`src/rtl/apb_master_arbiter_if.sv`:
```
// apb_master_arbiter_if: requester command/response and APB signals of the arbiter
interface apb_master_arbiter_if #(
  parameter int ADDR_WIDTH = 32,
  parameter int DATA_WIDTH = 8,
  parameter int NUM_REQ = 4
);
  logic [NUM_REQ-1:0] req_valid, req_write, req_ready, rsp_valid;
  logic [NUM_REQ*ADDR_WIDTH-1:0] req_addr;
  logic [NUM_REQ*DATA_WIDTH-1:0] req_wdata;
  logic [DATA_WIDTH-1:0] rsp_rdata, PWDATA, PRDATA;
  logic rsp_err, PSEL, PENABLE, PWRITE, PNSE, PREADY, PSLVERR;
  logic [ADDR_WIDTH-1:0] PADDR;
  logic [2:0] PPROT;
  modport master (
    input req_valid, req_write, req_addr, req_wdata, PREADY, PSLVERR, PRDATA,
    output req_ready, rsp_valid, rsp_rdata, rsp_err, PSEL, PENABLE, PWRITE, PADDR, PWDATA, PPROT, PNSE
  );
  modport slave (
    output req_valid, req_write, req_addr, req_wdata, PREADY, PSLVERR, PRDATA,
    input req_ready, rsp_valid, rsp_rdata, rsp_err, PSEL, PENABLE, PWRITE, PADDR, PWDATA, PPROT, PNSE
  );
endinterface

```
`src/rtl/apb_master_arbiter.sv`:
```
// apb_master_arbiter: round-robin requester arbiter sequencing single APB transfers with a PREADY watchdog
module apb_master_arbiter #(
  parameter int ADDR_WIDTH = 32,
  parameter int DATA_WIDTH = 8,
  parameter int NUM_REQ = 4,
  parameter int TIMEOUT = 16
) (
  input logic PCLK,
  input logic PRESET,
  apb_master_arbiter_if.master bus
);
  localparam int IW = $clog2(NUM_REQ);
  localparam int TW = $clog2(TIMEOUT);
  typedef enum logic [1:0] {IDLE, SETUP, ACCESS} state_t;
  state_t state, nxt;
  logic [IW-1:0] rr_ptr, cur, g, idx;
  logic [TW-1:0] wait_cnt;
  logic hit, done;
  // round-robin search starting at rr_ptr; the first valid requester found wins
  always_comb begin
    g = '0;
    hit = 1'b0;
    idx = rr_ptr;
    for (int k = 0; k < NUM_REQ; k++) begin
      if (!hit && bus.req_valid[idx]) begin
        g = idx;
        hit = 1'b1;
      end
      idx = (idx == IW'(NUM_REQ - 1)) ? '0 : idx + IW'(1);
    end
  end
  assign done = (state == ACCESS) && (bus.PREADY || wait_cnt == TW'(TIMEOUT - 1));
  assign bus.req_ready = (state == IDLE && hit) ? NUM_REQ'(1) << g : '0;
  assign bus.PSEL = state != IDLE;
  assign bus.PENABLE = state == ACCESS;
  assign bus.PPROT = 3'b000;
  assign bus.PNSE = 1'b0;
  // state register
  always_ff @(posedge PCLK) begin
    if (PRESET) state <= IDLE;
    else state <= nxt;
  end
  // next state: accept in IDLE, one SETUP cycle, stay in ACCESS until PREADY or watchdog
  always_comb begin
    nxt = state;
    nxt = state == IDLE ? (hit ? SETUP : IDLE) : state == SETUP ? ACCESS : (done ? IDLE : ACCESS);
  end
  // command latch, wait counter and registered response
  always_ff @(posedge PCLK) begin
    if (PRESET) begin
      rr_ptr <= '0;
      cur <= '0;
      wait_cnt <= '0;
      bus.PWRITE <= 1'b0;
      bus.PADDR <= '0;
      bus.PWDATA <= '0;
      bus.rsp_valid <= '0;
      bus.rsp_rdata <= '0;
      bus.rsp_err <= 1'b0;
    end else begin
      bus.rsp_valid <= '0;
      if (state == IDLE && hit) begin
        cur <= g;
        rr_ptr <= (g == IW'(NUM_REQ - 1)) ? '0 : g + IW'(1);
        wait_cnt <= '0;
        bus.PWRITE <= bus.req_write[g];
        bus.PADDR <= bus.req_addr[int'(g)*ADDR_WIDTH +: ADDR_WIDTH];
        bus.PWDATA <= bus.req_wdata[int'(g)*DATA_WIDTH +: DATA_WIDTH];
      end
      if (state == ACCESS) wait_cnt <= wait_cnt + TW'(1);
      if (done) begin
        bus.rsp_valid <= NUM_REQ'(1) << cur;
        bus.rsp_rdata <= bus.PREADY ? (bus.PWRITE ? '0 : bus.PRDATA) : '0;
        bus.rsp_err <= bus.PREADY ? bus.PSLVERR : 1'b1;
      end
    end
  end
endmodule

```
`src/flat_wrapper.sv`:
```
// flat-port wrapper written by rule: the top's interface ports become plain ports
module apb_master_arbiter_flat 
#(
  parameter int ADDR_WIDTH = 32,
  parameter int DATA_WIDTH = 8,
  parameter int NUM_REQ = 4,
  parameter int TIMEOUT = 16
)
  (PCLK, PRESET, bus_req_valid, bus_req_write, bus_req_addr, bus_req_wdata, bus_PREADY, bus_PSLVERR, bus_PRDATA, bus_req_ready, bus_rsp_valid, bus_rsp_rdata, bus_rsp_err, bus_PSEL, bus_PENABLE, bus_PWRITE, bus_PADDR, bus_PWDATA, bus_PPROT, bus_PNSE);
  apb_master_arbiter_if #(.ADDR_WIDTH(ADDR_WIDTH), .DATA_WIDTH(DATA_WIDTH), .NUM_REQ(NUM_REQ)) bus_i ();
  input logic PCLK;
  input logic PRESET;
  input wire logic [$bits(bus_i.req_valid)-1:0] bus_req_valid;
  input wire logic [$bits(bus_i.req_write)-1:0] bus_req_write;
  input wire logic [$bits(bus_i.req_addr)-1:0] bus_req_addr;
  input wire logic [$bits(bus_i.req_wdata)-1:0] bus_req_wdata;
  input wire logic [$bits(bus_i.PREADY)-1:0] bus_PREADY;
  input wire logic [$bits(bus_i.PSLVERR)-1:0] bus_PSLVERR;
  input wire logic [$bits(bus_i.PRDATA)-1:0] bus_PRDATA;
  output wire logic [$bits(bus_i.req_ready)-1:0] bus_req_ready;
  output wire logic [$bits(bus_i.rsp_valid)-1:0] bus_rsp_valid;
  output wire logic [$bits(bus_i.rsp_rdata)-1:0] bus_rsp_rdata;
  output wire logic [$bits(bus_i.rsp_err)-1:0] bus_rsp_err;
  output wire logic [$bits(bus_i.PSEL)-1:0] bus_PSEL;
  output wire logic [$bits(bus_i.PENABLE)-1:0] bus_PENABLE;
  output wire logic [$bits(bus_i.PWRITE)-1:0] bus_PWRITE;
  output wire logic [$bits(bus_i.PADDR)-1:0] bus_PADDR;
  output wire logic [$bits(bus_i.PWDATA)-1:0] bus_PWDATA;
  output wire logic [$bits(bus_i.PPROT)-1:0] bus_PPROT;
  output wire logic [$bits(bus_i.PNSE)-1:0] bus_PNSE;
  assign bus_i.req_valid = bus_req_valid;
  assign bus_i.req_write = bus_req_write;
  assign bus_i.req_addr = bus_req_addr;
  assign bus_i.req_wdata = bus_req_wdata;
  assign bus_i.PREADY = bus_PREADY;
  assign bus_i.PSLVERR = bus_PSLVERR;
  assign bus_i.PRDATA = bus_PRDATA;
  assign bus_req_ready = bus_i.req_ready;
  assign bus_rsp_valid = bus_i.rsp_valid;
  assign bus_rsp_rdata = bus_i.rsp_rdata;
  assign bus_rsp_err = bus_i.rsp_err;
  assign bus_PSEL = bus_i.PSEL;
  assign bus_PENABLE = bus_i.PENABLE;
  assign bus_PWRITE = bus_i.PWRITE;
  assign bus_PADDR = bus_i.PADDR;
  assign bus_PWDATA = bus_i.PWDATA;
  assign bus_PPROT = bus_i.PPROT;
  assign bus_PNSE = bus_i.PNSE;
  apb_master_arbiter #(.ADDR_WIDTH(ADDR_WIDTH), .DATA_WIDTH(DATA_WIDTH), .NUM_REQ(NUM_REQ), .TIMEOUT(TIMEOUT)) u_core (.PCLK(PCLK), .PRESET(PRESET), .bus(bus_i));
endmodule
```
`config.mk`:
```
export PLATFORM = sky130hd
export DESIGN_NAME = apb_master_arbiter_flat
export DESIGN_NICKNAME = d
export VERILOG_FILES = /design/src/rtl/apb_master_arbiter_if.sv /design/src/rtl/apb_master_arbiter.sv /design/src/flat_wrapper.sv
export SDC_FILE = /design/constraint.sdc
export NUM_CORES = 1
export LEC_CHECK = 0
export BUFFER_PORTS_ARGS = -buffer_cell sky130_fd_sc_hd__buf_2
export CORE_ASPECT_RATIO = 1.5
export CORE_MARGIN = 4
export CORE_UTILIZATION = 40
export DETAILED_ROUTE_END_ITERATION = 7
export PLACE_DENSITY_LB_ADDON = 0.3
export SLEW_MARGIN = 5
export SYNTH_ARGS = -nofsm -noshare
export SYNTH_HDL_FRONTEND = slang
export SYNTH_SLANG_ARGS = --single-unit
```
`constraint.sdc`:
```
create_clock -name PCLK -period 2.8 [get_ports PCLK]
set_clock_uncertainty 0.1 [all_clocks]
set_input_delay 0.56 -clock PCLK [delete_from_list [all_inputs] [get_ports PCLK]]
set_output_delay 0.56 -clock PCLK [all_outputs]
set_load 0.02 [all_outputs]
```
# Yosys cells after proc, flatten, opt, wreduce, memory -nomap -nowiden
# Cells that the tools add are included.
dict set report word_totals {
  input_bits 180
  output_inout_bits 64
  wordCells 77
  regBits 64
}
dict set report op_classes {
  mux 32
  n_eq_ne 7
  n_shift 4
  reduce_logical 13
  bitwise 1
  add_sub_neg 5
  magnitude_cmp 5
}
# operator n
set op_table {}
lappend op_table {{128-bit by 8-bit indexed part select with 32-bit output} 1}
lappend op_table {{32-bit by 6-bit indexed part select with 8-bit output} 1}
lappend op_table {{2-bit two-way mux} 11}
lappend op_table {{8-bit two-way mux} 2}
lappend op_table {{2-bit by 3-bit less-than comparator with 1-bit output (second input constant)} 5}
lappend op_table {{4-bit two-way mux} 3}
lappend op_table {{1-bit two-way mux} 11}
lappend op_table {{1-bit binary-select mux with 2-bit select} 5}
lappend op_table {{2-bit == test (second input constant)} 5}
lappend op_table {{2-bit by 1-bit adder with 2-bit output (second input constant)} 4}
lappend op_table {{1-bit by 2-bit << shifter with 4-bit output (first input constant)} 2}
lappend op_table {{1-bit logical AND} 5}
lappend op_table {{4-bit by 1-bit adder with 4-bit output (second input constant)} 1}
lappend op_table {{4-bit == test (second input constant)} 1}
lappend op_table {{2-bit nonzero test} 2}
lappend op_table {{1-bit zero test} 3}
lappend op_table {{2-bit by 1-bit == test with 1-bit output (second input constant)} 1}
lappend op_table {{2-bit zero test} 1}
lappend op_table {{2-bit OR reduction} 1}
lappend op_table {{1-bit logical OR} 1}
lappend op_table {{1-bit inverter} 1}

# Longest topological paths before layout
dict set report logic_depth {
  ltp_word 15
  mapped_depth 11
  depth_no_buf 8
}

# Worst setup path after synthesis
# Ideal clock, no wire load.
dict set report synth_timing {
  path_type {input port to output port}
  startpoint {in bus_req_valid[3]}
  endpoint {out bus_req_ready[3]}
  path_slack_ns -0.208
  t_required_ns 2.140
  cell_stages 8
  t_arrival_ns 2.348
  n_path_buf 1
  cell_sequence {mux4_2 -> o41ai_2 -> a221oi_4 -> inv_4 -> buf_6 -> ha_1 -> inv_1 -> nor2_1}
}
dict set report synth_via {
  elab_chain_cells 14
  word_cells_on_any_way 25
}
# element line
set synth_rtl {}
lappend synth_rtl {{from (decl)} flat_wrapper.sv:13} ;# input wire logic [$bits(bus_i.req_valid)-1:0] bus_req_valid;
lappend synth_rtl {{1-bit binary-select mux with 2-bit select} apb_master_arbiter.sv:25} ;# if (!hit && bus.req_valid[idx]) begin
lappend synth_rtl {{1-bit two-way mux (not written as such)} apb_master_arbiter.sv:25}
lappend synth_rtl {{1-bit two-way mux} apb_master_arbiter.sv:25}
lappend synth_rtl {{1-bit zero test} apb_master_arbiter.sv:25}
lappend synth_rtl {{1-bit logical AND} apb_master_arbiter.sv:25}
lappend synth_rtl {{1-bit two-way mux} apb_master_arbiter.sv:25}
lappend synth_rtl {{1-bit zero test} apb_master_arbiter.sv:25}
lappend synth_rtl {{1-bit logical AND} apb_master_arbiter.sv:25}
lappend synth_rtl {{1-bit two-way mux} apb_master_arbiter.sv:25}
lappend synth_rtl {{1-bit zero test} apb_master_arbiter.sv:25}
lappend synth_rtl {{1-bit logical AND} apb_master_arbiter.sv:25}
lappend synth_rtl {{2-bit two-way mux / 1-bit two-way mux (equally long branches)} apb_master_arbiter.sv:25}
lappend synth_rtl {{1-bit by 2-bit << shifter with 4-bit output / 1-bit logical AND (equally long branches)} apb_master_arbiter.sv:33} ;# assign bus.req_ready = (state == IDLE && hit) ? NUM_REQ'(1) << g : '0;
lappend synth_rtl {{4-bit two-way mux *} apb_master_arbiter.sv:33}
lappend synth_rtl {{to (decl)} flat_wrapper.sv:20} ;# output wire logic [$bits(bus_i.req_ready)-1:0] bus_req_ready;
# Mark *: on every way between the ends. The rest lies on a longest branch, timed or not. The select of a mux whose other input is x is not followed.

# Worst setup path after layout
dict set report layout_timing {
  startpoint {reg u_core.rr_ptr[0]}
  endpoint {out bus_req_ready[0]}
}
dict set report layout_via {
  elab_chain_cells 14
  word_cells_on_any_way 34
}
# element line
set layout_rtl {}
lappend layout_rtl {{from (decl)} apb_master_arbiter.sv:16} ;# logic [IW-1:0] rr_ptr, cur, g, idx;
lappend layout_rtl {{from (signal assigned)} apb_master_arbiter.sv:64} ;# rr_ptr <= (g == IW'(NUM_REQ - 1)) ? '0 : g + IW'(1);
lappend layout_rtl {{parallel branches: the longest is 13 deep, another holds 2-bit by 1-bit adder with 2-bit output} -}
lappend layout_rtl {{4-bit two-way mux *} apb_master_arbiter.sv:33}
# Mark *: on every way between the ends. The select of a mux whose other input is x is not followed.

==> flow_metrics.env <==
export IMPL_outcome="complete, but fails checks"
export IMPL_violations="negative setup slack"
export IMPL_crit_fanout=5
export IMPL_p_leak_nw=3.20
export IMPL_cts_tree="yes"
export IMPL_layout_cells_most_common="buf_2"
export IMPL_final_period_utilization=1.02
export IMPL_ys_types=46
export IMPL_finalCriticalPeriod_ns=2.87
export IMPL_grtUsageTotal=0.257
export IMPL_initial_core_util=0.410
export IMPL_combPwrFrac=0.646
export IMPL_tightest_slew_ns=1.20
export IMPL_crit_end="bus_req_ready[0]"
export IMPL_drt_initial_drc_count=277
export IMPL_r2r_end="u_core.bus.PADDR[2]"
export IMPL_internal_power_mw=4.04
export IMPL_ant_nets=0
export IMPL_slew_headroom=0.188
export IMPL_fin_setup_tns_ns=-0.240
export IMPL_seq_power_share=0.196
export IMPL_setup_viol=4
export IMPL_cp_required_ns=2.14
export IMPL_synth_top_area_frac=0.270
export IMPL_ys_warn_count=0
export IMPL_synth_top_cell_by_area="dfxtp_1"
export IMPL_clockBufferDepth=2
export IMPL_seq_area_frac_synth=0.270
export IMPL_clk_pin_slew_ns=0.05
export IMPL_ios=244
export IMPL_crit_type="register to output port"
export IMPL_rows=48
export IMPL_dp_cells=926
export IMPL_grt_max_degree=83
export IMPL_final_cell_mix="buf_2 (235), inv_1 (87), a311oi_1 (82), a211oi_1 (81), dfxtp_1 (62)"
export IMPL_drive_above_1_share=0.474
export IMPL_cts_made_buffers=9
export IMPL_netlist_area_um2=4750
export IMPL_floorplan_die_area_um2=13700
export IMPL_postCtsHoldBufs=0
export IMPL_p_switching_mw=3.67
export IMPL_dpl_instance_area_um2=6230
export IMPL_critPathLaunch="u_core.rr_ptr[0]"
export IMPL_drt_wirelength_per_cell_um=19.3
export IMPL_grt_busiest_layer="met2"
export IMPL_syn_to_final_growth_pct=45.1
export IMPL_p_clk_frac=0.158
export IMPL_hp_class="primary input to register"
export IMPL_gr_total_overflow=0
export IMPL_drv_slew=0
export IMPL_final_cell_count_no_fill=962
export IMPL_grt_pass1_vias=5807
export IMPL_synth_area_leaders="dfxtp_1 (27%), a311oi_1 (15%), a211oi_1 (13%)"
export IMPL_dpl_hpwl_um=13000
export IMPL_ctsRootBufferMaster="clkbuf_16"
export IMPL_grt_met1_usage=0.284
export IMPL_gr_usage_met2=0.441
export IMPL_synthMuxAreaShare=0.0258
export IMPL_avgSynthCellArea_um2=8.38
export IMPL_num_vias=5714
export IMPL_hold_viol=0
export IMPL_ff2ff_path_depth=9
export IMPL_wirelength_um=18600
export IMPL_chipHeight_um=142
export IMPL_cp_start_kind="register"
export IMPL_synth_edf_count=0
export IMPL_cap_viol_max_count=0
export IMPL_synthFlopType="dfxtp_1"
export IMPL_first_pass_iters=5
export IMPL_clock_sinks=64
export IMPL_synth_simple_gate_area_frac=0.112
export IMPL_layout_setup_ws_ns=-0.0690
export IMPL_drc=0
export IMPL_die_x_um=97.0
export IMPL_synthArstFlopShare=0
export IMPL_viasPerCell=5.94
export IMPL_ff2ff_setup_slack_ns=0.09
export IMPL_clk_latency_ns=0.33
export IMPL_met3_usage=0.0679
export IMPL_ys_seq_elements=64
export IMPL_antenna_found_initial=3
export IMPL_layout_nets=989
export IMPL_vdd_ir_drop_max_v=0.000507
export IMPL_htreeDepth=3
export IMPL_r2r_start="u_core.rr_ptr[1]"
export IMPL_powerDensity_nw_per_um2=1120
export IMPL_crit_arrival_ns=2.21
export IMPL_routabilityCongestion=0.888
export IMPL_max_freq_mhz=349
export IMPL_fp_coreArea_um2=11600
export IMPL_io_buffers=239
export IMPL_critical_path_endpoint_type="output port"
export IMPL_grt_pass1_wl_um=28800
export IMPL_design_area_um2=6900
export IMPL_synthXorXnorAreaFrac=0
export IMPL_synthAdderAreaFrac=0.00790
export IMPL_synth_top_family_by_area="compound AO/OA/AOI/OAI gates"
export IMPL_grt_setup_unrepaired="yes"
export IMPL_netlist_instances=567
export IMPL_synth_compound_area_share=0.436
export IMPL_p_sw_frac=0.476
-- sequential cells by signal, summed over array words and instances (netlist names) --
| register | cells |
|---|---|
| u_core.rr_ptr | 2 |
| u_core.bus.rsp_err | 1 |
| u_core.bus.rsp_rdata | 8 |
| u_core.bus.PWDATA | 8 |
| u_core.bus.PWRITE | 1 |
| u_core.state | 2 |
| u_core.bus.rsp_valid | 4 |
| u_core.wait_cnt | 4 |
| u_core.bus.PADDR | 32 |
| u_core.cur | 2 |
-- per-layer routing --
metal	up-vias	part of all wire	wire length (µm)
met5	-	0.00038	7
met3	70	0.077	1440
met4	2	0.053	981
li1	2648	-	-
met2	322	0.50	9280
met1	2672	0.37	6900
-- layout make-up --
type                    instances  area (µm²)
diodes                          2        5.00
well taps                     150         188
multi-input cells             339        2960
clock inverters                 3        65.1
inverters                      92         350
repair buffers                300        1780
fillers                      1013        4690
clock buffers                  12         256
flip-flops and latches         64        1290
-- power by group through the flow --
stage	Clock, mW	Sequential, mW	Combinational, mW
2_1_floorplan	0	1.84	2.64
6_report	1.22	1.51	4.98
3_3_place_gp	0	1.49	4.34
5_1_grt	1.29	1.54	5.30
3_5_place_dp	0	1.50	4.44
4_1_cts	1.24	1.50	4.78
-- cells by family after synthesis --
| logic type | count (synthesis) |
|---|---|
| compound gates | 237 |
| fa+ha+maj | 3 |
| buf+inv | 167 |
| flops | 64 |
| mux | 9 |
| other cells | 1 |
| simple gates | 86 |
-- synth_stat cells, types with 7 or more instances --
| cell | instances |
|---|---|
| inv_1 | 90 |
| a211oi_1 | 82 |
| a311oi_1 | 82 |
| dfxtp_1 | 64 |
| nand3b_1 | 43 |
| clkbuf_1 | 42 |
| o31ai_2 | 36 |
| buf_2 | 24 |
| nor2_1 | 19 |
| a21oi_1 | 7 |
| a22o_1 | 7 |
-- critical path, cell delays in order (launching register included) --
cell and delay [ns]:
dfxtp_4 0.37, ha_4 0.32, mux2_4 0.32, a32oi_4 0.22, a31o_4 0.21, buf_4 0.13
nand2b_4 0.07, nor2_2 0.11, buf_6 0.13
-- worst min-delay path by stage --
stage,start,to,slack [ns],cells after the start
floorplan,u_core.cur[0],u_core.bus.rsp_valid[2],0.33,1
global placement,u_core.bus.rsp_rdata[0],u_core.bus.rsp_rdata[0],0.34,2
detailed placement,u_core.bus.rsp_rdata[0],u_core.bus.rsp_rdata[0],0.36,2
CTS,bus_PRDATA[7],u_core.bus.rsp_rdata[7],0.33,2
global route,bus_PRDATA[3],u_core.bus.rsp_rdata[3],0.34,2
finish,bus_PRDATA[4],u_core.bus.rsp_rdata[4],0.34,2
-- timing repair --
action                     in CTS  in global routing
setup buffers                  18                  3
setup endpoints to repair       6                 19
gates resized for setup        32                 14
cloned                          0                  1
pin swaps                       6                  8
-- per-stage QoR --
stage | setup WS, ns | util | hold WS (ns) | total power [mW]
after floorplan | -0.133 | - | 0.333 | 4.48
after global placement | -0.102 | 0.537 | 0.338 | 5.83
after detailed placement | -0.141 | 0.537 | 0.358 | 5.94
after CTS | -0.114 | 0.586 | 0.328 | 7.52
after global routing | -0.136 | 0.595 | 0.335 | 8.13
final | -0.0690 | 0.595 | 0.343 | 7.70
Note: power is estimated with default switching activity, not from simulation.
